$ cat config.mk
export PLATFORM = sky130hd
export DESIGN_NAME = store_buffer
export DESIGN_NICKNAME = d
export VERILOG_FILES = /design/src/rtl/store_buffer.sv
export SDC_FILE = /design/constraint.sdc
export NUM_CORES = 1
export LEC_CHECK = 0
export BUFFER_PORTS_ARGS = -buffer_cell sky130_fd_sc_hd__buf_4
export CORE_MARGIN = 5
export CORE_UTILIZATION = 35
export DETAILED_ROUTE_END_ITERATION = 12
export GPL_TIMING_DRIVEN = 0
export PLACE_DENSITY = 0.49
export SKIP_LAST_GASP = 1
export SLEW_MARGIN = 30
export SYNTH_ARGS = -nofsm -noshare
export SYNTH_HDL_FRONTEND = slang
export SYNTH_SLANG_ARGS = --single-unit
$ cat constraint.sdc
create_clock -name clk -period 8.5 [get_ports clk]
set_clock_uncertainty 0.2 [all_clocks]
set_input_delay 0.85 -clock clk [delete_from_list [all_inputs] [get_ports clk]]
set_output_delay 0.85 -clock clk [all_outputs]
set_load 0.03 [all_outputs]
$ cat src/rtl/store_buffer.sv
// store_buffer: computes store effective addresses, lane-aligns data and strobes,
// queues stores in an in-order FIFO and drains them to memory one beat at a time.
// Word-crossing stores are either split into two beats or rejected with an error.
module store_buffer #(
    parameter int XLEN             = 32,
    parameter int DEPTH            = 4,
    parameter bit SPLIT_MISALIGNED = 1'b1
) (
    input  logic                       clk,
    input  logic                       rst_n,
    input  logic                       in_valid,
    output logic                       in_ready,
    input  logic [XLEN-1:0]            in_base,
    input  logic [XLEN-1:0]            in_imm,
    input  logic [XLEN-1:0]            in_data,
    input  logic [2:0]                 in_func3,
    output logic                       mem_valid,
    input  logic                       mem_ready,
    output logic [XLEN-1:0]            mem_addr,
    output logic [XLEN-1:0]            mem_wdata,
    output logic [XLEN/8-1:0]          mem_wstrb,
    output logic                       err_valid,
    output logic [1:0]                 err_cause,
    output logic [XLEN-1:0]            err_addr,
    output logic [$clog2(DEPTH+1)-1:0] count,
    output logic                       empty
);

    localparam int NB = XLEN / 8;
    localparam int OB = $clog2(NB);
    localparam int CW = $clog2(DEPTH + 1);
    localparam int PW = $clog2(DEPTH);

    typedef enum logic {BEAT0, BEAT1} state_t;

    state_t              state_q;
    logic [CW-1:0]       count_q, count_d;
    logic [PW-1:0]       wr_ptr_q, wr_ptr_d, rd_ptr_q, rd_ptr_d;
    logic                err_valid_q, err_valid_d;
    logic [1:0]          err_cause_q, err_cause_d;
    logic [XLEN-1:0]     err_addr_q, err_addr_d;

    logic [XLEN-1:0]     ent_base_q [DEPTH];
    logic [2*XLEN-1:0]   ent_data_q [DEPTH];
    logic [2*NB-1:0]     ent_strb_q [DEPTH];
    logic [DEPTH-1:0]    ent_two_q;

    logic [XLEN-1:0]     ea, line_addr, masked;
    logic [OB-1:0]       off;
    logic [3:0]          sz;
    logic [4:0]          end_byte;
    logic [NB-1:0]       size_mask;
    logic [2*XLEN-1:0]   d_vec;
    logic [2*NB-1:0]     s_vec;
    logic                crossing, illegal, rej_cross, accept, push, pop, err_hit;

    // Request decode: effective address, size, lane alignment and error classification.
    always_comb begin
        ea        = in_base + in_imm;
        off       = ea[OB-1:0];
        line_addr = {ea[XLEN-1:OB], {OB{1'b0}}};
        sz        = 4'd1 << in_func3[1:0];
        end_byte  = 5'(off) + 5'(sz);
        crossing  = (end_byte > 5'(NB));
        illegal   = in_func3[2] | ((XLEN == 32) && (in_func3[1:0] == 2'b11));
        masked    = '0;
        size_mask = '0;
        for (int b = 0; b < NB; b++) begin
            if (4'(b) < sz) begin
                masked[8*b +: 8] = in_data[8*b +: 8];
                size_mask[b]     = 1'b1;
            end
        end
        d_vec     = {{XLEN{1'b0}}, masked} << {off, 3'b000};
        s_vec     = {{NB{1'b0}}, size_mask} << off;
        rej_cross = crossing & ~SPLIT_MISALIGNED;
        accept    = in_valid & in_ready;
        push      = accept & ~illegal & ~rej_cross;
        err_hit   = accept & (illegal | rej_cross);
    end

    // Head-of-queue beat selection; outputs depend only on registered state.
    always_comb begin
        mem_valid = (count_q != '0);
        mem_addr  = ent_base_q[rd_ptr_q];
        mem_wdata = ent_data_q[rd_ptr_q][XLEN-1:0];
        mem_wstrb = ent_strb_q[rd_ptr_q][NB-1:0];
        if (state_q == BEAT1) begin
            mem_addr  = ent_base_q[rd_ptr_q] + XLEN'(NB);
            mem_wdata = ent_data_q[rd_ptr_q][2*XLEN-1:XLEN];
            mem_wstrb = ent_strb_q[rd_ptr_q][2*NB-1:NB];
        end
        pop = mem_valid & mem_ready & ((state_q == BEAT1) | ~ent_two_q[rd_ptr_q]);
    end

    // Next-state for occupancy, pointers and the registered error pulse.
    always_comb begin
        count_d     = count_q + CW'(push) - CW'(pop);
        wr_ptr_d    = wr_ptr_q + PW'(push);
        rd_ptr_d    = rd_ptr_q + PW'(pop);
        err_valid_d = err_hit;
        err_cause_d = 2'b00;
        err_addr_d  = '0;
        if (err_hit) begin
            err_cause_d = illegal ? 2'b10 : 2'b01;
            err_addr_d  = ea;
        end
    end

    // Control registers; cleared asynchronously so a reset discards all queued work.
    always_ff @(posedge clk or negedge rst_n) begin
        if (!rst_n) begin
            count_q     <= '0;
            wr_ptr_q    <= '0;
            rd_ptr_q    <= '0;
            err_valid_q <= 1'b0;
            err_cause_q <= 2'b00;
            err_addr_q  <= '0;
        end else begin
            count_q     <= count_d;
            wr_ptr_q    <= wr_ptr_d;
            rd_ptr_q    <= rd_ptr_d;
            err_valid_q <= err_valid_d;
            err_cause_q <= err_cause_d;
            err_addr_q  <= err_addr_d;
        end
    end

    // Drain FSM: a two-beat entry stays at the head until its second beat is taken.
    always_ff @(posedge clk or negedge rst_n) begin
        if (!rst_n) begin
            state_q <= BEAT0;
        end else if (mem_valid && mem_ready) begin
            case (state_q)
                BEAT0:   state_q <= ent_two_q[rd_ptr_q] ? BEAT1 : BEAT0;
                BEAT1:   state_q <= BEAT0;
                default: state_q <= BEAT0;
            endcase
        end
    end

    // FIFO payload storage; written only on push, validity is tracked by count_q.
    always_ff @(posedge clk) begin
        if (push) begin
            ent_base_q[wr_ptr_q] <= line_addr;
            ent_data_q[wr_ptr_q] <= d_vec;
            ent_strb_q[wr_ptr_q] <= s_vec;
            ent_two_q[wr_ptr_q]  <= crossing;
        end
    end

    assign in_ready  = (count_q < CW'(DEPTH));
    assign empty     = (count_q == '0);
    assign count     = count_q;
    assign err_valid = err_valid_q;
    assign err_cause = err_cause_q;
    assign err_addr  = err_addr_q;

endmodule

==> out/summary.md <==
The flow ran to the end, and the final reports show no timing, DRC or antenna violations. The global routing usage summed across all routing layers was 0.170. The tools report the synthesized cell area as 18,500 µm². The max-slew headroom at the worst pin was 0.405; the maximum resistive drop on vdd was 0.141 mV.

The count of distinct cell types in the synthesized netlist was 61. On the final layout, the worst hold slack is 97.1 ps. Setup repair after global routing left no endpoint under its margin. The first detailed-routing pass ran for 7 iterations. For the initial core utilization, the log shows 0.353. For the synthesis warning total, the log shows 0. By instance count, the cell type seen most on the critical path is buf_4. The min-delay analysis places its worst path in the category in2async. For the sequential element share of the synthesized area, the log shows 0.666. TritonCTS built the clock tree.

The via density per instance was 5.13. STA puts the critical path data required time at 7450 ps. The tools report the endpoint type of the worst setup path as an output port. The first global-routing pass estimated 72.8 mm of wire. The number of port buffers works out to 208. The initial antenna violation count was 0; the insertion delay to the later sink of the worst-skew pair was 550 ps.

The cell type of the slowest stage on the worst timing path was clkbuf_1. Hold violation total from the final report: 0. The leading cell type in the layout, fill and taps excluded was edfxtp_1. The worst-margin pin slew was 889 ps. The run gives 0 as the total congestion overflow after global routing. In this run the static leakage power is 0.00838 µW.

The library cells used most frequently in the layout, excluding fill and tap cells, are 376 x edfxtp_1, 226 x buf_4, 92 x mux4_2. Category of the critical setup timing path: reg2out. In this run the critical register-to-register path is captured at count[2]$_DFF_PN0_. Walking the worst path, the cells encountered are buf_4 -> buf_2 -> buf_1 -> clkbuf_1 -> mux4_2 -> mux2_2 -> buf_4.

After detailed routing, the number of remaining DRC violations is 0. The floorplan step defined a core boundary enclosing 52,600 µm². The proportion of register bits with asynchronous set or reset after synthesis works out to 0.100. The number of hold buffers added after CTS was 0. The post-route fraction of the period consumed by the critical path was 0.584. The combined buffer and inverter count along the critical path works out to 5. In the final design database the tool counted 1,554 nets. The share of layout cells above drive strength 1 works out to 0.317. The HPWL after detailed placement is 36.9 mm. In this design, the largest share of critical-path delay is due to buffers and inverters. The depth of the most critical reg-to-reg path was 11; the mean area per synthesized cell was 16.5 µm². In this run, post-CTS repair resized a total of 0 instances. For this design the ratio of total power to cell area is 313 nW/µm². The final routed wire length divided by cell count was 23.1 µm; the number of setup buffers added after CTS was 0. The overall power after layout is 7200 µW. Maximum clock insertion buffer count: 3. The number of instances in the placed design is 2,053. The first routing iteration left 830 violations.

The run gives 0 as the count of final max-slew check failures. The launching element type of the critical path is a flop. The weighted congestion reported at the end of routability-driven placement came out at 0.836.

The number of vias in the routed layout was 11.0k; the aggregate routed wire length was 49.4 mm. The final critical-path required period works out to 4970 ps. Biggest cell delay along the critical path: 730 ps. The commonest register cell after synthesis is edfxtp_1. Compared with the post-synthesis result, the final layout area differs by 24.0%. Once detail routing completed, the nets flagged for antenna violations numbered 0.

The initialized floorplan defines 84 standard-cell rows. In this run the register-to-register setup slack is 5190 ps. In this run the worst path has a maximum fanout of 10. After clock tree synthesis, the clock-pin slew on the worst setup and hold paths is 60 ps.

Clock tree synthesis inserted a total of 44 buffers. Across the run, the number of max-cap violations was 0. For the post-synthesis instance total, the log shows 1,124. For the number of global-route vias before repair, the log shows 11.5k.

The tools report the data arrival time of the worst path as 3920 ps. The clock drives 418 sinks. Adding up every negative setup slack in the final design gives 0 ps. Setup violations remaining at the end of the flow were counted as 0. The tools report the upper clock frequency limit as 201 MHz. The run gives 57,700 µm² as the die footprint.

Measured along the y axis, the die boundary spans 240 µm. The floorplan die width was 240 µm. The tools report the startpoint of the most critical register-to-register path as rd_ptr_q[1]$_DFF_PN0_. The total number of H-tree levels was 2; the number of synthesized register bits was 418. For the post-route non-filler standard cell count, the log shows 2,136.

In this run the count of I/O pins placed on the die edge is 212. In this run the clock root is driven by a clkbuf_16. The number of flops mapped to enable cells by yosys is 376, and the largest net degree at the start of global routing is 43.
how the worst max path moves through the flow:
stage | from | to | slack [ps] | depth (start not counted)
floorplan | in_func3[1] | ent_base_q[0][0]$_DFFE_PP_ | 40 | 4
global placement | in_func3[1] | ent_data_q[0][9]$_DFFE_PP_ | -6470 | 4
detailed placement | rd_ptr_q[1]$_DFF_PN0_ | mem_wdata[21] | 3970 | 7
CTS | rd_ptr_q[1]$_DFF_PN0_ | mem_wstrb[1] | 3350 | 7
global route | rd_ptr_q[1]$_DFF_PN0_ | mem_wstrb[2] | 3340 | 7
finish | rd_ptr_q[1]$_DFF_PN0_ | mem_wstrb[1] | 3530 | 7
logic make-up (layout without fill, tap and decap cells):
logic type,Yosys count,count (layout),synth area share
flip-flops,418,418,0.666
AO/OA/AOI/OAI,153,153,0.0505
adder cells (fa/ha/maj),40,40,0.0282
buffers and inverters,74,395,0.0184
other,1,4,0.000202
AND/OR/NAND/NOR,237,237,0.0667
XOR/XNOR,63,63,0.0298
multiplexers,138,138,0.140
worst reg2reg max path, stage by stage, from the launching register on:
cell	delay, ps
dfrtp_1	510
buf_4	260
buf_2	370
mux4_2	380
nand2b_1	100
nor2b_1	320
ha_1	190
inv_1	40
ha_1	180
fa_1	390
xnor2_1	180
xnor2_1	130
registers in the layout (all words and copies together) (netlist names):
register / flops
count: 3
ent_base_q: 120
ent_data_q: 224
ent_strb_q: 28
ent_two_q: 4
err_addr: 32
err_cause: 2
rd_ptr_q: 2
state_q: 1
wr_ptr_q: 2
report_power, final:
part           switching (µW)  internal [µW]
logic                    1600           1110
registers                55.3           2450
clock network             784           1200
total                    2440           4760
Yosys cell counts (all sizes together), types with 12 or more instances:
library cell | count | area share
a21oi | 54 | 0.015
a22o | 16 | 0.0076
and2 | 28 | 0.0095
and3 | 25 | 0.0084
buf | 20 | 0.0075
clkbuf | 29 | 0.0059
dfrtp | 42 | 0.057
edfxtp | 376 | 0.61
ha | 37 | 0.025
inv | 25 | 0.0051
mux2 | 28 | 0.017
mux2i | 16 | 0.0086
mux4 | 94 | 0.11
nand2 | 62 | 0.013
nand3 | 13 | 0.0038
nand4 | 12 | 0.0044
nor2 | 54 | 0.012
nor2b | 17 | 0.0057
o21ai | 40 | 0.011
xnor2 | 44 | 0.021
xor2 | 19 | 0.0090
layer usage:
layer / global-route usage / routed length (µm) / share of wire
met1: 0.219 / 20300 / 0.41
met2: 0.291 / 25000 / 0.51
met3: 0.0387 / 3000 / 0.061
met4: 0.0433 / 1200 / 0.024
met5: 0 / 0 / 0
final cells by class:
class / count / area (µm²)
multi-input combinational: 634 / 5880
inverter: 25 / 93.8
clock inverter: 26 / 324
clock buffer: 56 / 1180
buffer: 49 / 249
timing repair buffer: 239 / 2060
sequential: 418 / 12300
tap: 688 / 861
antenna: 1 / 2.50
fill: 4751 / 29600
through the flow:
step | utilization | worst slack, ps | instance area, µm²
final | 0.437 | 3530 | 23000
after global routing | 0.437 | 3340 | 23000
after CTS | 0.437 | 3350 | 23000
after detailed placement | 0.409 | 3970 | 21500
after global placement | 0.399 | -6470 | 21000
after floorplan | - | 35.6 | 18500
Power figures use the tool's default switching activity.
